$ cat config.mk
export PLATFORM = sky130hd
export DESIGN_NAME = pipe_skid_stage
export DESIGN_NICKNAME = d
export VERILOG_FILES = /design/src/rtl/cardinal_pkg.sv /design/src/rtl/sat_counter.sv /design/src/rtl/pipe_skid_stage.sv
export SDC_FILE = /design/constraint.sdc
export NUM_CORES = 1
export LEC_CHECK = 0
export CORE_MARGIN = 1.5
export CORE_UTILIZATION = 52
export DETAILED_ROUTE_END_ITERATION = 10
export GPL_TIMING_DRIVEN = 0
export PLACE_DENSITY = 0.82
export SYNTH_ARGS = -nofsm -noshare
export SYNTH_HDL_FRONTEND = slang
export SYNTH_HIERARCHICAL = 1
export SYNTH_SLANG_ARGS = --single-unit
$ cat constraint.sdc
create_clock -name clk -period 4.25 [get_ports clk]
set_input_delay 0.6375 -clock clk [delete_from_list [all_inputs] [get_ports clk]]
set_output_delay 0.6375 -clock clk [all_outputs]
set_load 0.03 [all_outputs]
$ cat src/rtl/cardinal_pkg.sv
// Shared definitions for the cardinal CMP core pipeline: default widths,
// the NOP encoding used for flush bubbles, and the skid-stage state encoding.
package cardinal_pkg;

  localparam int          DATA_W_DEF   = 32;
  localparam int          PC_W_DEF     = 32;
  localparam logic [31:0] NOP_INST_DEF = 32'hF000_0000;

  typedef enum logic [1:0] {
    EMPTY = 2'd0,
    ONE   = 2'd1,
    TWO   = 2'd2
  } stage_state_t;

endpackage

$ cat src/rtl/sat_counter.sv
// Saturating up-counter with synchronous clear; shared by perf counters.
module sat_counter #(
  parameter int CNT_W = 16
) (
  input  logic             clk,
  input  logic             reset,
  input  logic             clear,
  input  logic             en,
  output logic [CNT_W-1:0] count
);

  always_ff @(posedge clk) begin
    if (reset || clear)             count <= '0;
    else if (en && (count != '1))   count <= count + 1'b1;
  end

endmodule

$ cat src/rtl/pipe_skid_stage.sv
// Valid/ready pipeline register with a 2-entry skid buffer, registered
// in_ready, flush-to-bubble and a saturating back-pressure counter.
module pipe_skid_stage
  import cardinal_pkg::*;
#(
  parameter int          DATA_W       = DATA_W_DEF,
  parameter int          PC_W         = PC_W_DEF,
  parameter logic [31:0] NOP_INST     = NOP_INST_DEF,
  parameter bit          FLUSH_BUBBLE = 1'b1,
  parameter int          CNT_W        = 16
) (
  input  logic              clk,
  input  logic              reset,
  input  logic              flush,
  input  logic              in_valid,
  output logic              in_ready,
  input  logic [0:DATA_W-1] in_inst,
  input  logic [0:PC_W-1]   in_pc,
  output logic              out_valid,
  input  logic              out_ready,
  output logic [0:DATA_W-1] out_inst,
  output logic [0:PC_W-1]   out_pc,
  output logic [CNT_W-1:0]  stall_cnt
);

  localparam logic [0:DATA_W-1] NOP_W = DATA_W'(NOP_INST);

  stage_state_t      state, state_nxt;
  logic [0:DATA_W-1] main_inst, main_inst_nxt, skid_inst, skid_inst_nxt;
  logic [0:PC_W-1]   main_pc, main_pc_nxt, skid_pc, skid_pc_nxt;
  logic              rdy_q, in_fire, out_fire;

  assign out_valid = (state != EMPTY);
  assign in_ready  = rdy_q;
  assign out_inst  = main_inst;
  assign out_pc    = main_pc;
  assign in_fire   = in_valid & rdy_q;
  assign out_fire  = out_valid & out_ready;

  always_comb begin
    state_nxt     = state;
    main_inst_nxt = main_inst;
    main_pc_nxt   = main_pc;
    skid_inst_nxt = skid_inst;
    skid_pc_nxt   = skid_pc;
    if (flush) begin
      skid_inst_nxt = '0;
      skid_pc_nxt   = '0;
      main_pc_nxt   = '0;
      if (FLUSH_BUBBLE) begin
        state_nxt     = ONE;
        main_inst_nxt = NOP_W;
      end else begin
        state_nxt     = EMPTY;
        main_inst_nxt = '0;
      end
    end else begin
      unique case (state)
        EMPTY: if (in_fire) begin
          state_nxt     = ONE;
          main_inst_nxt = in_inst;
          main_pc_nxt   = in_pc;
        end
        ONE: begin
          if (in_fire && out_fire) begin
            main_inst_nxt = in_inst;
            main_pc_nxt   = in_pc;
          end else if (in_fire) begin
            state_nxt     = TWO;
            skid_inst_nxt = in_inst;
            skid_pc_nxt   = in_pc;
          end else if (out_fire) begin
            state_nxt     = EMPTY;
          end
        end
        // in_ready is low here, so only the drain path exists
        TWO: if (out_fire) begin
          state_nxt     = ONE;
          main_inst_nxt = skid_inst;
          main_pc_nxt   = skid_pc;
        end
        default: state_nxt = EMPTY;
      endcase
    end
  end

  always_ff @(posedge clk) begin
    if (reset) begin
      state     <= EMPTY;
      main_inst <= '0;
      main_pc   <= '0;
      skid_inst <= '0;
      skid_pc   <= '0;
      rdy_q     <= 1'b1;
    end else begin
      state     <= state_nxt;
      main_inst <= main_inst_nxt;
      main_pc   <= main_pc_nxt;
      skid_inst <= skid_inst_nxt;
      skid_pc   <= skid_pc_nxt;
      rdy_q     <= (state_nxt != TWO);
    end
  end

  sat_counter #(.CNT_W(CNT_W)) u_stall_cnt (
    .clk   (clk),
    .reset (reset),
    .clear (1'b0),
    .en    (out_valid & ~out_ready),
    .count (stall_cnt)
  );

endmodule

==> impl.org, run 1 <==
** Status
- Result of the run :: finished clean

** Cells and area
- Most common library cell in the layout ignoring fill and taps :: nand2_1
- Highest-count cells in the layout ignoring fill and taps :: 197 x nand2_1, 150 x clkdlybuf4s50_1, 147 x dfxtp_1
- In the final design database the tool counted 1024 nets.
- The finished cells cover around 9100 um2.
- Area growth from synthesis to layout :: 34.01%
- Antenna fix cells :: 0
- Measured on the finished design, the core utilization comes to a little under three quarters.
- The finished layout holds about 1100 standard cells, fillers aside.
- Fraction of layout instances using a drive strength above 1 :: under 10%
- The filler cells instantiated in the layout total about 1000.

** Route
- After detailed routing, the number of remaining DRC violations is 0.
- Summing over every cut layer, the via total after detailed routing is ~6400.
- Number of nets with antenna violations after detailed routing :: 0
- Starting DRC count in detailed routing :: 460
- Detail-routed via count per cell :: 5.670
- Dividing the detail-routed wire length by the instance count gives around 16 um.
- For this run, the detailed router's first-pass iteration total came to 5.
- Final Routed Wirelength :: between 15 and 20 mm

** Global route
- First-pass GRT wire length :: 28.44 mm
- The number of antenna violations at the first check in global routing is 0.
- Entering global routing, the biggest net connects 17 pins.
- The via count of the first global-routing pass was 5813.
- After global routing the overflow that remains totals 0.
- Across every metal layer, demand over resource in global routing totals between 20% and 30%.

** CTS
- Clock latency on the worst-skew pair, taken at its later pin, is between 400 and 500 ps.
- The number of setup buffers added after CTS is 0.
- Post-CTS repair changed the size of 0 cells.
- TritonCTS created 17 clock buffers.
- CTS clk-pin slew, worst paths :: around 60 ps
- CTS tree :: done
- For this design, the sink count on the clock tree is approximately 150.
- Cell chosen for the clock root :: clkbuf_16
- The H-tree was split into 4 levels.
- Clock tree buffer depth :: 2
- The number of hold buffers added after CTS was 0.

** STA
- Headroom to the max-slew limit came out at about half.
- Final worst setup slack :: 1452 ps
- The final critical path takes up 65.84% of the cycle.
- Derived from the worst setup path, the maximum achievable clock frequency is between 300 and 400 MHz.
- Setup repair after global routing left no endpoint under its margin.
- Worst Tran Pin Value :: 721.3 ps
- Summed over all failing endpoints, the final setup total negative slack is 0 ps.
- Endpoints failing setup :: 0
- Counting I/O delays and the setup requirement, the final critical path takes ~2800 ps.
- The number of slew-limit violations in the final report was 0.
- For the final database, setup skew stands at 7.275 ps.
- Final hold analysis gives a worst-case slack of around 450 ps.
- Number of hold-slack violations in the final timing report :: 0

** Worst setup path
- Grouping stages by cell kind, the critical path spends the most delay in buffers and inverters.
- STA classifies the critical path startpoint as a flip-flop.
- Max stage delay on crit path :: 720 ps
- Crit path arrival time :: 2160 ps
- Logic depth of the worst register-to-register path :: 6
- The worst register-to-register path has a setup slack of between 1500 and 2000 ps.
- Counting both buffers and inverters, the worst setup path holds a total of 4.
- Origin of the critical flop-to-flop path :: state[0]
- For the worst setup path, the data required time is about 3600 ps.
- The critical path is of the reg -> out type.
- Top cell by count, worst path :: inv_1
- Capture instance of the worst register-to-register path :: out_pc[11]
- Nature of the critical path endpoint :: output port
- Slowest cell on crit path :: clkdlybuf4s50_1
- Ordered list of cells on the worst path :: inv_1 > ha_1 > buf_6 > inv_1 > clkdlybuf4s50_1
- In this run the worst path has a maximum fanout of 10.

** Worst hold path
- In this run the most critical hold path is launched from skid_pc[8].
- Counting instances, the worst hold path has a depth of 2.
- Hold Path Class :: reg -> reg
- For hold timing, the worst endpoint is skid_pc[8].

** Place
- DP Worst Slack :: around 1500 ps
- Once placement finished, the instance area stood at between 8000 and 9000 um2.
- The congestion estimate from routability-driven global placement came to a little over 0.8.
- Summed over all nets, the half-perimeter wirelength after detailed placement is around 13 mm.
- The count of buffers added on input and output ports is 150.
- Counting tap cells, the placed design contains a total of around 1100 instances.

** Synthesis
- Number of enable-type register cells in the synthesized netlist :: 0
- Share of synthesized area occupied by flip-flops and latches :: 43.50%
- After Yosys synthesis, XOR and XNOR cells account for 0.5178% of the synthesized area.
- Syn_area_per_cell :: 8.673 um2
- After synthesis the netlist holds a flip-flop and latch count of roughly 150.
- The most used flip-flop cell after synthesis is dfxtp_1.
- Complex-gate fraction of the synthesized area :: between 15 and 20%
- Synthesis Warnings :: 6
- Combinational family with the most area after synthesis :: simple AND/OR/NAND/NOR gates
- After synthesis, the share of cell area in mux cells is approximately a tenth.
- Post-Syn Instances :: slightly below 800
- Synthesis instantiated between 40 and 50 different standard cells from the library.
- Post-synthesis adder-cell area fraction :: less than 1%
- Basic-gate share of the synthesized area counting and, or, nand and nor cells :: between 20% and 30%
- Async SR Flop Fraction :: 0%
- Post-synth design cell area :: 6765 um2

** Die
- The total area inside the core boundary comes to 12670 um2.
- In this run the core area contains between 40 and 50 standard-cell rows.
- Number of top-level pins :: roughly 150
- Once the floorplan was initialized, standard cells occupied between 50% and 60% of the core.
- Total Die Area :: about 14000 um2
- The floorplan step set the die height to 117.1 um.
- Horizontal die dimension :: 117.1 um

** Pwr
- Power per cell area :: around 380 nW/um2
- Max IR drop VDD :: 236.4 uV
- Post-route total power :: about 3.4 mW
- In this run the static leakage power is 3.329 nW.

** Flow run
- # Max-Cap Violations :: 0
## flip-flops by register name (all words and copies together), names as in the netlist
name / cells
out_inst: 32
in_ready: 1
state: 2
u_stall_cnt/count: 16
out_pc: 32
skid_pc: 32
skid_inst: 32
## power by group
part           leakage [nW]  internal (mW)  switching, mW
combinational          1.85          0.216          0.297
sequential             1.19           1.43         0.0284
clock                 0.288          0.913          0.539
## cell type report
class,count,area [um2],share of cell area [%]
Clock buffer,29,540.5,5.962
Tap cell,172,215.2,2.374
Sequential cell,147,2943,32.46
Inverter,4,15.01,0.1656
Timing Repair Buffer,150,1501,16.56
Buffer,72,372.9,4.113
Clock inverter,3,40.04,0.4416
Multi-Input combinational cell,558,3438,37.92
## worst min-delay path: cells and delay by family, from the launching register on
kind / cells / cell delay, ps
simple gates: 1 / 50
compound gates: 1 / 50
flops: 1 / 300
## cells in the mapped netlist (all sizes together), types with 2 or more instances
library cell	number	area share, %
a211oi	3	0.41
ha	5	0.92
xor2	2	0.26
o211a	2	0.30
xnor2	2	0.26
nand4	8	1.1
nor2	17	0.94
or2	2	0.19
dfxtp	147	43
inv	4	0.22
o31ai	3	0.33
and2	2	0.18
clkbuf	35	2.0
or4	64	7.2
o21ai	6	0.44
nor4	9	0.92
or3	5	0.46
nand2	197	11
a31oi	3	0.28
buf	37	3.6
mux2i	60	8.9
a2111oi	4	0.89
and4	5	0.65
a41o	4	0.59
mux2	4	0.67
a21oi	74	5.5
nand3	5	0.37
o211ai	60	6.7
## worst max-delay path by stage
stage	start	endpoint	slack [ps]	depth (start not counted)
after floorplan	state[0]	u_stall_cnt/count[14]	2170	8
after global placement	reset	skid_inst[21]	1530	7
after detailed placement	reset	skid_inst[20]	1480	7
after CTS	state[0]	out_valid	1470	5
after global routing	state[0]	out_valid	1360	5
final	state[0]	out_valid	1450	5
## cell families (layout without fill, tap and decap cells)
logic type / after synthesis / in the layout
AOI/OAI and AO/OA: 163 / 163
xor gates and xnor gates: 4 / 4
adders and majority gates: 5 / 5
buffers and inverters: 76 / 258
DFF: 147 / 147
muxes: 64 / 64
other: 1 / 2
and+or+nand+nor: 320 / 320
## routing by layer
metal | vias up | wire length, um | GRT usage (%)
li1 | 3171 | - | -
met1 | 3022 | 7925 | 34.01
met2 | 218 | 8638 | 44.37
met3 | 25 | 1201 | 6.540
met4 | 0 | 340 | 10.20
met5 | - | 0 | 0
No activity file was read; power rests on OpenSTA's default activity.
==> inputs of run 2 (changes only) <==
Settings changed: CORE_UTILIZATION 52 to 51, PLACE_DENSITY 0.82 to 0.81.
Clock period 4.25 ns to 2.6 ns, I/O delays scaled along.
==> run 2 against run 1 <==
  * Worst hold slack is essentially flat
  * Highest routed layer unchanged
  * Core utilization shrank 0.56 points
  * Wire length grew 1.7%
  * Sequential share of layout area is essentially flat
  * Final cell count is the same
  * Sequential cell count is the same
  * Final area is essentially flat
  * Largest cell class unchanged
==> impl.org, run 2 (same netlist as run 1, synthesis figures left out) <==
** Worst setup path
- Max stage delay on crit path :: ~430 ps
- Among all stages on the critical path, the largest delay is contributed by dfxtp_1.
- Across all register-to-register paths, the minimum setup slack is ~300 ps.
- Crit path arrival time :: about 2700 ps
- The worst register-to-register path begins at state[0].
- Ordered list of cells on the worst path :: inv_1 > ha_1 > buf_6 > nor2_2 > nand4_1 > a41o_1 > or3_1 > a21oi_1
- By startpoint and endpoint, the worst setup path is classified as reg -> reg.
- In this run the worst path has a maximum fanout of 10.
- STA classifies the critical path endpoint as a flip-flop.
- STA classifies the critical path startpoint as a flip-flop.
- Capture instance of the worst register-to-register path :: u_stall_cnt/count[14]
- Logic depth of the worst register-to-register path :: 8
- Top delay family on crit path :: simple AND/OR/NAND/NOR gates
- Counting both buffers and inverters, the worst setup path holds a total of 2.
- At the worst endpoint, the required time is around 3000 ps.

** Global route
- Total congestion overflow after global routing :: 0
- GR Layer Usage met2 :: about 42%
- Global router's overall resource usage :: approximately a quarter
- Most used routing layer :: met2
- Met3 track demand over resource :: 7.625%
- Maximum number of pins on one net before global-route repair :: 17
- Number of global-route vias before repair :: roughly 6000
- The number of antenna violations at the first check in global routing is 0.
- Met1 Resource Use GR :: 33.64%
- The first global-routing pass estimated between 20 and 30 mm of wire.

** Worst hold path
- The worst hold path begins at skid_inst[3].
- Hold Path Stages :: 2
- Endpoint with the worst hold slack :: skid_inst[3]
- Hold Path Class :: reg -> reg

** CTS
- Setup Fix Bufs, Post-CTS :: 0
- Cell chosen for the clock root :: clkbuf_16
- Hold Buf Count CTS :: 0
- In this run, CTS created clock tree buffers numbering 17.
- CTS saw around 150 sinks.
- Clock latency on the worst-skew pair, taken at its later pin, is around 430 ps.
- In this run the number of H-tree levels came out at 4.
- CTS tree :: done
- Clock tree buffer depth :: 2
- CTS clk-pin slew, worst paths :: 60 ps

** Route
- In the routed design, unresolved DRC markers number 0.
- For this run, the detailed router's first-pass iteration total came to 5.
- Number of nets with antenna violations after detailed routing :: 0
- The final route contains between 6000 and 7000 vias.
- Using the TritonRoute via totals, the vias-per-cell ratio works out to between 5 and 6.
- The detailed router finished its first iteration with between 400 and 500 violations.
- Final Routed Wirelength :: approximately 18 mm
- Wirelength per Cell :: 16.22 um

** STA
- Static timing analysis puts the maximum clock frequency at 434.2 MHz.
- Number of max-slew violations in the final report :: 0
- Setup repair after global routing left no endpoint under its margin.
- At the pin with the least slew margin, the transition time is between 700 and 800 ps.
- Worst slew margin :: a little under half
- Number of hold-slack violations in the final timing report :: 0
- Final worst setup slack :: 296.9 ps
- Endpoints failing setup :: 0
- TNS Setup :: 0 ps
- On the final layout, the worst clock skew is just under 9 ps.
- Of the available clock period, the critical path in the final layout requires 88.58%.
- Crit path time final :: 2303 ps

** Flow run
- # Max-Cap Violations :: 0

** Cells and area
- Sequential standard cell area :: approximately 2900 um2
- The top cell types in the final layout, fill and taps aside, are 197 x nand2_1, 149 x clkdlybuf4s50_1, 147 x dfxtp_1.
- Number of fill cells in the layout :: about 960
- Number of nets at the end of the flow :: between 1000 and 1500
- Antenna fix cells :: 0
- Multi-input gate area :: about 3400 um2
- The library cell used most frequently in the layout, excluding fill and tap cells, is nand2_1.
- Fraction of layout instances using a drive strength above 1 :: a little under a tenth
- Area growth from synthesis to layout :: 34.05%

** Die
- The floorplan has 41 rows.
- The die is 118.2 um wide.
- Number of top-level pins :: roughly 150
- The core region is between 10000 and 15000 um2.
- From bottom edge to top edge, the die measures about 120 um.
- The die covers roughly 14000 um2.
- The initial utilization of the core area, before any placement, comes to a little over half.

** Pwr
- Power per cell area :: 616.9 nW/um2
- Of the total power, combinational logic draws between 10% and 20%.
- Sw Share :: around a quarter
- Total net switching power :: roughly 1.5 mW
- IR analysis of the VDD net gives a maximum drop of about 430 uV.
- Sequential Power Share :: a little over two fifths
- Clock share of power :: 42.5%
- Post-route total power :: around 5.6 mW
- In this run the static leakage power is between 3 and 4 nW.
- Internal power of the cells :: roughly 4.1 mW

** Place
- # port buffers :: 150
- Final RePlAce weighted congestion :: between 0.8 and 0.9
- Timing analysis after detailed placement gives a worst setup slack of 90.73 ps.
- Post-detail-place hpwl :: 12.65 mm

** Status
- Result of the run :: finished clean
-- run 2: changes by cell type in the layout (fill, tap and decap cells not counted) --
| cell | delta |
|---|---|
| clkdlybuf4s50_1 | -1 |
| dlymetal6s2s_1 | +1 |
| clkbuf_8 | -2 |
| nor2_2 | +1 |
| clkbuf_1 | -4 |
| clkinv_2 | +1 |
| nor2_1 | -1 |
| clkinvlp_4 | +4 |
| clkbuf_2 | +1 |
-- run 2: cell type report --
class,instances,area share (%)
plain buffers,72,4.125
clock buffers,24,5.533
clock inverters,8,0.8278
inverters,4,0.1656
multi-input cells,558,37.94
flip-flops and latches,147,32.45
well taps,172,2.373
repair buffers,150,16.58
-- run 2: repair_timing --
item,4_1_cts,5_1_grt
endpoints found under the setup margin,0,28
hold endpoints to repair,0,0
gates resized for setup,0,4
-- run 2: power groups by stage --
stage          clock network, mW  registers, mW  logic (mW)
4_1_cts                     2.38           2.38       0.838
3_5_place_dp                   0           2.43       0.830
3_3_place_gp                   0           2.42       0.824
6_report                    2.38           2.38       0.839
5_1_grt                     2.49           2.39       0.899
2_1_floorplan                  0           2.53       0.367
-- run 2: worst max-delay path by stage --
| stage | startpoint | end | slack (ps) | cells after the start |
|---|---|---|---|---|
| 3_3_place_gp | out_ready | u_stall_cnt/count[10] | 130 | 6 |
| 3_5_place_dp | out_ready | u_stall_cnt/count[10] | 90 | 6 |
| 6_report | state[0] | u_stall_cnt/count[14] | 300 | 8 |
| 4_1_cts | state[0] | out_valid | 70 | 5 |
| 2_1_floorplan | state[0] | u_stall_cnt/count[14] | 520 | 8 |
| 5_1_grt | state[0] | u_stall_cnt/count[14] | 140 | 8 |
-- run 2: worst register-to-register path: stages (launching register included) --
cell and delay (ps):
dfxtp_1 430, inv_1 100, ha_1 240, buf_6 150, nor2_2 280, nand4_1 230, a41o_1 310, or3_1 360
a21oi_1 140
-- run 2: through the flow --
| step | instance area [um2] | util [%] | std cells | hold slack [ps] |
|---|---|---|---|---|
| global route | 9069 | 71.00 | 1135 | 468.1 |
| finish | 9069 | 71.00 | 1135 | 452.1 |
| CTS | 9062 | 70.95 | 1135 | 453.8 |
| floorplan | 6769 | - | 781 | 432.9 |
| global placement | 8486 | 66.43 | 1103 | 440.6 |
| detailed placement | 8486 | 66.43 | 1103 | 446.3 |
-- run 2: per-layer routing --
| layer | vias to the layer above | wire length, um |
|---|---|---|
| li1 | 3158 | - |
| met1 | 3008 | 7979 |
| met2 | 220 | 8721 |
| met3 | 34 | 1233 |
| met4 | 0 | 473 |
| met5 | - | 0 |
